==> config.mk <==
export PLATFORM = sky130hd
export DESIGN_NAME = parking_gate_arbiter
export DESIGN_NICKNAME = d
export VERILOG_FILES = /design/src/rtl/parking_gate_arbiter.sv
export SDC_FILE = /design/constraint.sdc
export NUM_CORES = 1
export LEC_CHECK = 0
export CORE_MARGIN = 2
export CORE_UTILIZATION = 40
export CTS_CLUSTER_DIAMETER = 60
export DETAILED_ROUTE_END_ITERATION = 10
export GPL_TIMING_DRIVEN = 0
export RECOVER_POWER = 25
export SYNTH_ARGS = -nofsm -noshare
export SYNTH_HDL_FRONTEND = slang
export SYNTH_SLANG_ARGS = --single-unit
==> constraint.sdc <==
create_clock -name clk -period 2.2 [get_ports clk]
set_input_delay 0.55 -clock clk [delete_from_list [all_inputs] [get_ports clk]]
set_output_delay 0.55 -clock clk [all_outputs]
set_load 0.02 [all_outputs]
==> src/rtl/parking_gate_arbiter.sv <==
// Shared-lane gate arbiter: opens one direction at a time, closes on passage or timeout.
// Define PARKING_EXIT_PRIORITY_EN to make exit win every simultaneous request.
module parking_gate_arbiter #(
  parameter int unsigned CNT_W          = 5,
  parameter int unsigned CAPACITY       = 25,
  parameter int unsigned TIMEOUT_CYCLES = 250,
  parameter int unsigned CLOSE_CYCLES   = 8
) (
  input  logic             clk,
  input  logic             reset,
  input  logic             enter_req,
  input  logic             exit_req,
  input  logic             entered,
  input  logic             exited,
  input  logic [CNT_W-1:0] occupancy,
  output logic             gate_in_open,
  output logic             gate_out_open,
  output logic             lot_full,
  output logic             busy,
  output logic             timeout
);

  localparam int unsigned TimerMax = (TIMEOUT_CYCLES > CLOSE_CYCLES) ? TIMEOUT_CYCLES
                                                                      : CLOSE_CYCLES;
  localparam int unsigned TimerW   = $clog2(TimerMax + 1);
  localparam int unsigned CapW     = CNT_W + 1;

  localparam logic [TimerW-1:0] OpenLast  = TimerW'(TIMEOUT_CYCLES - 1);
  localparam logic [TimerW-1:0] CloseLast = TimerW'(CLOSE_CYCLES - 1);
  localparam logic [CapW-1:0]   Capacity  = CapW'(CAPACITY);

  typedef enum logic [1:0] {StIdle, StInOpen, StOutOpen, StClosing} state_e;

  state_e              state_q, state_d;
  logic [TimerW-1:0]   timer_q, timer_d;
  logic                last_exit_q, last_exit_d;
  logic                timeout_d;
  logic                elig_in, elig_out, tie_exit;

  assign lot_full = ({1'b0, occupancy} >= Capacity);
  assign elig_in  = enter_req & ~lot_full;
  assign elig_out = exit_req & (occupancy != '0);

`ifdef PARKING_EXIT_PRIORITY_EN
  assign tie_exit = 1'b1;
`else
  assign tie_exit = ~last_exit_q;
`endif

  always_comb begin
    state_d     = state_q;
    timer_d     = timer_q;
    last_exit_d = last_exit_q;
    timeout_d   = 1'b0;
    unique case (state_q)
      StIdle: begin
        if (elig_in || elig_out) begin
          last_exit_d = elig_out & (~elig_in | tie_exit);
          state_d     = last_exit_d ? StOutOpen : StInOpen;
          timer_d     = '0;
        end
      end
      StInOpen, StOutOpen: begin
        // Passage beats a timeout expiring on the same cycle.
        if ((state_q == StInOpen && entered) || (state_q == StOutOpen && exited)) begin
          state_d = StClosing;
          timer_d = '0;
        end else if (timer_q == OpenLast) begin
          state_d   = StClosing;
          timer_d   = '0;
          timeout_d = 1'b1;
        end else begin
          timer_d = timer_q + 1'b1;
        end
      end
      StClosing: begin
        if (timer_q == CloseLast) begin
          state_d = StIdle;
          timer_d = '0;
        end else begin
          timer_d = timer_q + 1'b1;
        end
      end
      default: begin
        state_d = StIdle;
        timer_d = '0;
      end
    endcase
  end

  // Outputs are registered from the next state so gates move one cycle after sampling.
  always_ff @(posedge clk or negedge reset) begin
    if (!reset) begin
      state_q       <= StIdle;
      timer_q       <= '0;
      last_exit_q   <= 1'b1;
      gate_in_open  <= 1'b0;
      gate_out_open <= 1'b0;
      busy          <= 1'b0;
      timeout       <= 1'b0;
    end else begin
      state_q       <= state_d;
      timer_q       <= timer_d;
      last_exit_q   <= last_exit_d;
      gate_in_open  <= (state_d == StInOpen);
      gate_out_open <= (state_d == StOutOpen);
      busy          <= (state_d != StIdle);
      timeout       <= timeout_d;
    end
  end

endmodule

==> flow_summary.toml <==
[status]
outcome = "completed"

[pwr]
p_total_uw = 1422
p_per_area_nw_per_um2 = 1230
p_leak_uw = 0.0004956
ir_drop_mv = 0.5500

[yosys]
synth_area_sq_um = 917.1
syn_avg_cell_area_sq_um = 9.757
synth_cells = 94
yosysSeqAreaShare_pct = 41.06
async_flop_share_pct = 100.0
synth_flop_cell = "dfrtp_1"
ys_warn_count = 0
netlist-cell-type-count = 37
synth-edff-count = 0
synth_top_area_share_pct = 38.20
yosys-top-cells-area = "dfrtp_1, ha_1, o31ai_4, nor2_1, a21oi_1"
ys_seq_elements = 15
yosysTopAreaCell = "dfrtp_1"
synth_nets = 111

[global_routing]
grt_first_pass_wirelength_microns = 3429
grt_remaining_overflow = 0
grt_max_degree = 16
grt_pass1_vias = 751
grt.total_usage_pct = 17.26
antenna_found_initial = 0

[worst_hold_path]
hold_depth = 1
min_from = "timer_q[6]$_DFFE_PN0P_"
hp-class = "reg2reg"

[critical_path]
r2r_slack_ns = 0.19
arrival_ns = 2.34
critical_path_peak_fanout = 8
cp_slowest_cell = "clkdlybuf4s50_1"
path_class = "in2reg"
endpoint = "timer_q[5]$_DFFE_PN0P_"
r2r_end = "timer_q[5]$_DFFE_PN0P_"
cp.required_ns = 2.44
cp_cell_sequence = "clkdlybuf4s50_1 -> or3_1 -> o31a_1 -> a211o_1 -> o21ai_0 -> a22o_1"
crit_path_end_kind = "flop"
crit_path_max_incr_delay_ns = 0.46
cp-startpoint = "occupancy[0]"
r2r_start = "timer_q[3]$_DFFE_PN0P_"
reg2reg_depth = 6
critPathLaunchType = "input pin"

[sta]
finClkSkew_ns = 0.005495
post-route-worst-setup-slack_ns = 0.09263
finalSetupViolCount = 0
worstMarginPinSlew_ns = 0.7035
grt_setup_unrepaired = "no"
finalCritPeriodShare_pct = 95.79
maxSlewViolCount = 0
fmax_mhz = 474.5
hold_viol_final = 0
relSlewSlack_pct = 52.94
hold_ws_ns = 0.5298
period_minus_slack_ns = 2.107

[cts]
cts_max_path_buffers = 2
cts_buffers = 3
cts_hold_buf = 0
root_buffer = "clkbuf_4"
cts.sinks = 15
clkTransAtPathRegs_ns = 0.09
h-tree-depth = 1
clkLatencyLatePin_ns = 0.29
tritoncts = "done"

[finish]
layout.nets = 132
n_antenna_cell = 0
final_common_cell = "dfrtp_1"
area_growth_syn_to_layout_pct = 26.06
final_cell_mix = "dfrtp_1, clkdlybuf4s50_1, nor2_1"
fillers = 210
drive_gt1_share_pct = 15.79
fin_cells = 142
final_util_pct = 52.77

[detailed_routing]
wl_microns = 1912
first_iter_violations = 7
vias_per_cell = 5.324
drc = 0
ant_nets = 0
wl_per_cell_microns = 13.46
dr_total_vias = 756
drt-pass1-iter-count = 3

[placement]
dp.cells = 137
gp_congestion = 0.7189
numPortBuffers = 15
dpl.hpwl_microns = 1381
post-place-ws_ns = -0.5687

[die]
dieArea_sq_um = 2692
die_w_microns = 51.89
core_area_sq_um = 2191
io_pins = 16
die_h_microns = 51.89
initial_core_util_pct = 41.86
num_rows = 17

[job]
drv_cap = 0
==> critical path, delay by kind of cell <==
family	cells	cell delay, ns
AND/OR/NAND/NOR	1	0.35
AO/OA/AOI/OAI	4	0.97
buffers and inverters	1	0.46
==> cells in the mapped netlist (2+ instances only) <==
cell type and n:
nand3_1 3, ha_1 6, dfrtp_1 14, a31oi_1 4, inv_1 8, nand2_1 6, a21oi_1 6, o31ai_4 2
a41oi_1 3, o21ai_0 5, nor2_1 9, a22o_1 2, o31a_1 2
==> worst min-delay path by stage <==
stage	end	slack, ns
floorplan	busy$_DFF_PN0_	0.25
global placement	timer_q[6]$_DFFE_PN0P_	0.50
detailed placement	timer_q[6]$_DFFE_PN0P_	0.51
CTS	timer_q[6]$_DFFE_PN0P_	0.53
global route	timer_q[6]$_DFFE_PN0P_	0.54
finish	timer_q[6]$_DFFE_PN0P_	0.53
==> power breakdown <==
| part | internal (uW) | total [uW] | leakage (uW) | switching, uW |
|---|---|---|---|---|
| combinational | 376 | 836 | 0.000283 | 461 |
| clock | 67.7 | 159 | 0.0000177 | 91.7 |
| sequential | 364 | 427 | 0.000195 | 62.9 |
==> per-layer routing <==
metal / GRT usage [%] / vias up / part of all wire, %
met5: 0 / - / 0
met4: 2.632 / 0 / 0.31
met3: 5.172 / 2 / 3.5
met2: 27.85 / 9 / 46
met1: 23.18 / 359 / 50
li1: - / 386 / -
==> timing repair <==
action / in CTS / in global routing
cloned: 0 / 0
pin swaps: 1 / 1
resized for setup: 5 / 3
buffers inserted: 1 / 0
endpoints found under the setup margin: 1 / 5
==> logic make-up (layout without fill, tap and decap cells) <==
kind of cell / Yosys count / after routing / share of synthesized area, %
AOI/OAI and AO/OA: 34 / 34 / 28.52
and+or+nand+nor: 26 / 26 / 13.78
buffers and inverters: 12 / 32 / 7.503
xor gates and xnor gates: 1 / 1 / 0.9552
adders and majority gates: 6 / 6 / 8.185
DFF: 15 / 15 / 41.07
==> flip-flops by register name, indices dropped and copies added, names as in the netlist <==
name           count
last_exit_q        1
busy               1
timer_q            8
gate_in_open       1
state_q            2
timeout            1
gate_out_open      1
==> area by class of cell <==
type	instances	area [sq um]	area share (%)
tap	28	35.03	3.030
clock buffer	3	22.52	1.948
sequential	15	376.6	32.58
clock inverter	1	5.005	0.4329
timing repair buffer	16	155.1	13.42
inverter	9	33.78	2.922
multi-input combinational	67	493.0	42.64
buffer	3	35.03	3.030
==> through the flow <==
stage | setup TNS [ns] | cell area, sq um
3_3_place_gp | -2.481 | 1102
4_1_cts | 0 | 1156
2_1_floorplan | 0 | 917.1
3_5_place_dp | -2.522 | 1102
6_report | 0 | 1156
5_1_grt | 0 | 1156
Power figures use the tool's default switching activity.
